**config.mk**
```make
export PLATFORM = sky130hd
export DESIGN_NAME = bcd_tick_counter
export DESIGN_NICKNAME = d
export VERILOG_FILES = /design/src/rtl/tick_counter_pkg.sv /design/src/rtl/sync_edge_detect.sv /design/src/rtl/bcd_tick_counter.sv
export SDC_FILE = /design/constraint.sdc
export NUM_CORES = 1
export LEC_CHECK = 0
export ABC_AREA = 0
export BUFFER_PORTS_ARGS = -buffer_cell sky130_fd_sc_hd__buf_2
export CAP_MARGIN = 0
export CORE_MARGIN = 2
export CORE_UTILIZATION = 51
export CTS_CLUSTER_SIZE = 16
export DETAILED_ROUTE_END_ITERATION = 10
export HOLD_SLACK_MARGIN = 0.08
export PLACE_DENSITY = 0.85
export SLEW_MARGIN = 20
export SYNTH_ARGS = -nofsm -noshare
export SYNTH_HDL_FRONTEND = slang
export SYNTH_SLANG_ARGS = --single-unit
```
**constraint.sdc**
```tcl
create_clock -name clk -period 1.65 [get_ports clk]
set_input_delay 0.4125 -clock clk [delete_from_list [all_inputs] [get_ports clk]]
set_output_delay 0.4125 -clock clk [all_outputs]
set_load 0.005 [all_outputs]
```
**src/rtl/tick_counter_pkg.sv**
```systemverilog
// Shared definitions for the BCD tick counter: FSM state encodings, digit width
// and a single-digit BCD increment helper.
package tick_counter_pkg;

  localparam int BCD_W = 4;

  typedef enum logic [1:0] {
    ST_IDLE  = 2'b00,
    ST_RUN   = 2'b01,
    ST_PAUSE = 2'b10
  } state_t;

  // Returns {carry, next_digit}; a digit at or above its terminal value wraps to 0.
  function automatic logic [BCD_W:0] digit_inc(input logic [BCD_W-1:0] digit,
                                               input logic [BCD_W-1:0] max_val);
    if (digit >= max_val) return {1'b1, {BCD_W{1'b0}}};
    else                  return {1'b0, digit + BCD_W'(1)};
  endfunction

endpackage

```
**src/rtl/sync_edge_detect.sv**
```systemverilog
// Synchronises an asynchronous level into clk and emits a one-cycle pulse on
// each rising edge. Reusable for push-button inputs.
module sync_edge_detect #(
  parameter int SYNC_STAGES = 2
) (
  input  logic clk,
  input  logic rst,
  input  logic async_in,
  output logic rise_pulse
);

  logic [SYNC_STAGES-1:0] r_sync;
  logic                   r_hist;

  // NOTE: the whole chain is reset so no stale level can fake an edge after
  // reset; sequential state always uses non-blocking assignments.
  always_ff @(posedge clk or posedge rst) begin
    if (rst) begin
      r_sync <= '0;
      r_hist <= 1'b0;
    end else begin
      r_sync <= {r_sync[SYNC_STAGES-2:0], async_in};
      r_hist <= r_sync[SYNC_STAGES-1];
    end
  end

  assign rise_pulse = r_sync[SYNC_STAGES-1] & ~r_hist;

endmodule

```
**src/rtl/bcd_tick_counter.sv**
```systemverilog
// Counts rising edges of a slow divided clock as a two-digit BCD value under
// start/stop/clear control, with a registered wrap pulse.
module bcd_tick_counter
  import tick_counter_pkg::*;
#(
  parameter int MAX_ONES    = 9,
  parameter int MAX_TENS    = 5,
  parameter int SYNC_STAGES = 2
) (
  input  logic             clk,
  input  logic             rst,
  input  logic             slow_in,
  input  logic             start,
  input  logic             stop,
  input  logic             clear,
  output logic [BCD_W-1:0] bcd_ones,
  output logic [BCD_W-1:0] bcd_tens,
  output logic             running,
  output logic             rollover
);

  localparam logic [BCD_W-1:0] ONES_MAX = BCD_W'(MAX_ONES);
  localparam logic [BCD_W-1:0] TENS_MAX = BCD_W'(MAX_TENS);

  state_t           r_state;
  logic [BCD_W-1:0] r_ones;
  logic [BCD_W-1:0] r_tens;
  logic             r_running;
  logic             r_rollover;

  logic             w_tick;
  logic [BCD_W:0]   w_ones_inc;
  logic [BCD_W:0]   w_tens_inc;

  sync_edge_detect #(
    .SYNC_STAGES (SYNC_STAGES)
  ) u_sync_edge (
    .clk        (clk),
    .rst        (rst),
    .async_in   (slow_in),
    .rise_pulse (w_tick)
  );

  assign w_ones_inc = digit_inc(r_ones, ONES_MAX);
  assign w_tens_inc = digit_inc(r_tens, TENS_MAX);

  always_ff @(posedge clk or posedge rst) begin
    if (rst) begin
      r_state    <= ST_IDLE;
      r_ones     <= '0;
      r_tens     <= '0;
      r_running  <= 1'b0;
      r_rollover <= 1'b0;
    end else begin
      // NOTE: default-low first makes rollover a single-cycle pulse.
      r_rollover <= 1'b0;
      if (clear) begin
        r_state   <= ST_IDLE;
        r_running <= 1'b0;
        r_ones    <= '0;
        r_tens    <= '0;
      end else begin
        case (r_state)
          ST_IDLE, ST_PAUSE: begin
            // stop outranks start; a tick in this cycle is dropped
            if (!stop && start) begin
              r_state   <= ST_RUN;
              r_running <= 1'b1;
            end
          end
          ST_RUN: begin
            if (w_tick) begin
              r_ones <= w_ones_inc[BCD_W-1:0];
              if (w_ones_inc[BCD_W]) begin
                r_tens     <= w_tens_inc[BCD_W-1:0];
                r_rollover <= w_tens_inc[BCD_W];
              end
            end
            if (stop) begin
              r_state   <= ST_PAUSE;
              r_running <= 1'b0;
            end
          end
          default: begin
            r_state   <= ST_IDLE;
            r_running <= 1'b0;
            r_ones    <= '0;
            r_tens    <= '0;
          end
        endcase
      end
    end
  end

  assign bcd_ones = r_ones;
  assign bcd_tens = r_tens;
  assign running  = r_running;
  assign rollover = r_rollover;

endmodule

```
==> impl_metrics.env <==
export IMPL_crit_family="simple AND/OR/NAND/NOR gates"
export IMPL_clock_root_buffer="clkbuf_4"
export IMPL_cp_num_cells=4
export IMPL_crit_buf_inv=1
export IMPL_ant_nets=0
export IMPL_grt_overflow=0
export IMPL_num_vias=631
export IMPL_grt_pass1_wl_mm=2.36
export IMPL_gp_congestion=0.787
export IMPL_powerDensity_nw_per_um2=678
export IMPL_worst_pin_slew_ns=0.566
export IMPL_ys_seq_area_share_pct=48.9
export IMPL_netlist_top_cells_area="dfrtp_1 49%, ha_1 9.8%, inv_1 4.9%, a21oi_1 3.9%, nand3_1 3.3%"
export IMPL_fp_coreArea_um2=1450
export IMPL_drive_above_1_share_pct=34.3
export IMPL_fmax_mhz=623
export IMPL_synth_edff_count=0
export IMPL_io_pins=16
export IMPL_slowest_stage="dfrtp_1"
export IMPL_hpwl_mm=1.11
export IMPL_via_per_inst=5.35
export IMPL_critPathArrivalTime_ns=1.83
export IMPL_cts_tree="done"
export IMPL_synth_common_cells="15 x dfrtp_1, 10 x inv_1, 6 x a21oi_1, 6 x ha_1"
export IMPL_slew_violations=0
export IMPL_synth_top_cell_area_share_pct=48.9
export IMPL_grt_antenna_before_repair=0
export IMPL_area_growth_pct=26.2
export IMPL_wl_per_cell_um=13.1
export IMPL_initial_core_util_pct=52.8
export IMPL_slew_headroom_pct=62.2
export IMPL_rr_startpoint="r_state[1]"
export IMPL_synth_avg_cell_area_um2=10.2
export IMPL_grt_setup_unrepaired="true"
export IMPL_syn_inst=75
export IMPL_synth_most_common_cell="dfrtp_1"
export IMPL_finalNonFillerCells=118
export IMPL_drt_first_iter_violations=14
export IMPL_maxCapViolations=0
export IMPL_track_usage_pct=17.9
export IMPL_dr_pass1_iters=4
export IMPL_hold_viol_final=0
export IMPL_r2r_end="rollover"
export IMPL_nNetsFinal=115
export IMPL_setup_viol=0
export IMPL_die_h_um=42.8
export IMPL_synth_top_cell_by_area="dfrtp_1"
export IMPL_worstSetupEndpoint="rollover"
export IMPL_crit_path_start_kind="register"
export IMPL_peakVddDrop_v=0.000331
export IMPL_dieArea_um2=1830
export IMPL_total_power_mw=0.657
export IMPL_hold_path_class="primary input to asynchronous set/reset pin"
export IMPL_cts_made_buffers=3
export IMPL_clock_path_buffers=2
export IMPL_synth_warnings=0
export IMPL_io_buffers=15
export IMPL_path_clk_slew_ns=0.09
export IMPL_ys_flop_type="dfrtp_1"
export IMPL_fin_crit_sh_pct=97.3
export IMPL_p_leak_nw=0.495
export IMPL_status="completed"
export IMPL_cpPeakStageDelay_ns=0.44
export IMPL_fin_skew_ns=0.00494
export IMPL_row_count=14
export IMPL_dp_slack_ns=0.000425
export IMPL_cp_end_kind="register"
export IMPL_synth_nets=87
export IMPL_drc=0
export IMPL_setup_slack_ns=0.0437
export IMPL_yosysUniqueCellTypes=25
export IMPL_required_ns=1.88
export IMPL_crit_chain="or3b_4 > nor4b_4 > buf_4 > nor2b_1"
export IMPL_dpl_cell_count=109
export IMPL_cp_max_fo=5
export IMPL_grt_pass1_vias=555
export IMPL_num_antenna_cells=0
export IMPL_rrSetupSlack_ns=0.04
export IMPL_synth_area_um2=768
export IMPL_ctsHoldBuffers=0
export IMPL_cp_startpoint="r_state[1]"
export IMPL_r2r_cells=4
export IMPL_final_core_util_pct=66.7
export IMPL_worstSetupPathType="register to register"
export IMPL_clock_sinks=15
export IMPL_htreeDepth=1
export IMPL_wirelength_mm=1.54
export IMPL_grt_max_degree=16
export IMPL_synthArstFlopShare_pct=100
export IMPL_fin_crit_ns=1.61
export IMPL_insertion_delay_ns=0.29
export IMPL_die_w_um=42.8
export IMPL_ys_ff_latch=15
power by group:
part / switching (mW) / internal, mW
registers: 0.00599 / 0.376
clock network: 0.121 / 0.0903
logic: 0.0349 / 0.0292
total: 0.162 / 0.495
final cells by class:
type / count / area (um^2)
Fill cell: 116 / 484
Timing Repair Buffer: 24 / 143
Sequential cell: 15 / 375
Clock buffer: 3 / 22.5
Clock inverter: 1 / 5.00
Tap cell: 16 / 20.0
Inverter: 10 / 37.5
Multi-Input combinational cell: 49 / 367
layout by cell type (no fill, tap or decap):
cell type / Yosys / layout
buf_2: 0 / 15
inv_1: 10 / 10
nor4b_4: 1 / 1
a22oi_1: 1 / 1
or3b_4: 1 / 2
dfrtp_1: 15 / 15
o2111ai_1: 1 / 1
nor3_1: 1 / 1
a21oi_2: 0 / 2
nor2_1: 5 / 5
o2bb2ai_2: 0 / 1
nand3_1: 5 / 5
o21ai_0: 4 / 4
buf_4: 0 / 9
clkbuf_4: 0 / 3
nand2_1: 3 / 3
clkinv_2: 0 / 1
o22ai_2: 0 / 1
o32ai_1: 1 / 1
nand2b_1: 3 / 3
o31ai_1: 1 / 1
nor2b_1: 2 / 2
o21a_1: 1 / 1
a21boi_0: 1 / 1
a31oi_1: 2 / 2
a21oi_1: 6 / 4
a2bb2oi_1: 1 / 1
ha_1: 6 / 6
repair_timing:
action	in CTS	in global routing
resized for setup	1	4
buffers inserted	0	5
pin swaps	0	4
endpoints found under the setup margin	2	6
gates cloned	0	0
worst min path at each step:
stage	startpoint	end	slack [ns]	depth (start not counted)
6_report	rst	u_sync_edge.r_sync[1]	0.16	2
4_1_cts	rst	u_sync_edge.r_sync[1]	0.16	2
3_5_place_dp	u_sync_edge.r_sync[0]	u_sync_edge.r_sync[1]	0.35	0
2_1_floorplan	rst	bcd_ones[0]	0.31	1
3_3_place_gp	u_sync_edge.r_sync[0]	u_sync_edge.r_sync[1]	0.33	0
5_1_grt	rst	bcd_tens[0]	0.20	2
cells by family (layout without fill, tap and decap cells):
family,count (synthesis),count (layout),synth area share [%]
buffers and inverters,11,38,6.35
flip-flops,15,15,48.9
AND/OR/NAND/NOR,22,22,17.6
AO/OA/AOI/OAI,21,21,17.4
adder cells (fa/ha/maj),6,6,9.77
state kept, by name, indices dropped and copies added (netlist names):
name	flops
u_sync_edge.r_sync	2
u_sync_edge.r_hist	1
bcd_tens	4
r_state	2
bcd_ones	4
rollover	1
running	1
per-layer routing:
| layer | wire length [um] | GRT usage (%) |
|---|---|---|
| met4 | 42 | 11.3 |
| met2 | 723 | 27.6 |
| met1 | 706 | 21.8 |
| met3 | 68 | 5.11 |
| met5 | 0 | 0 |
through the flow:
step | hold slack, ns | setup TNS (ns) | instance area (um^2)
after global routing | 0.200 | -0.101 | 970
after floorplan | 0.314 | 0 | 768
final | 0.156 | 0 | 970
after detailed placement | 0.348 | 0 | 882
after global placement | 0.335 | 0 | 882
after CTS | 0.165 | 0 | 913
worst register-to-register path: cells and delay by family (launching register included):
kind / cells / cell delay (ns)
AND/OR/NAND/NOR: 3 / 0.93
flip-flops: 1 / 0.44
buffers and inverters: 1 / 0.17
No activity file was read; power rests on OpenSTA's default activity.
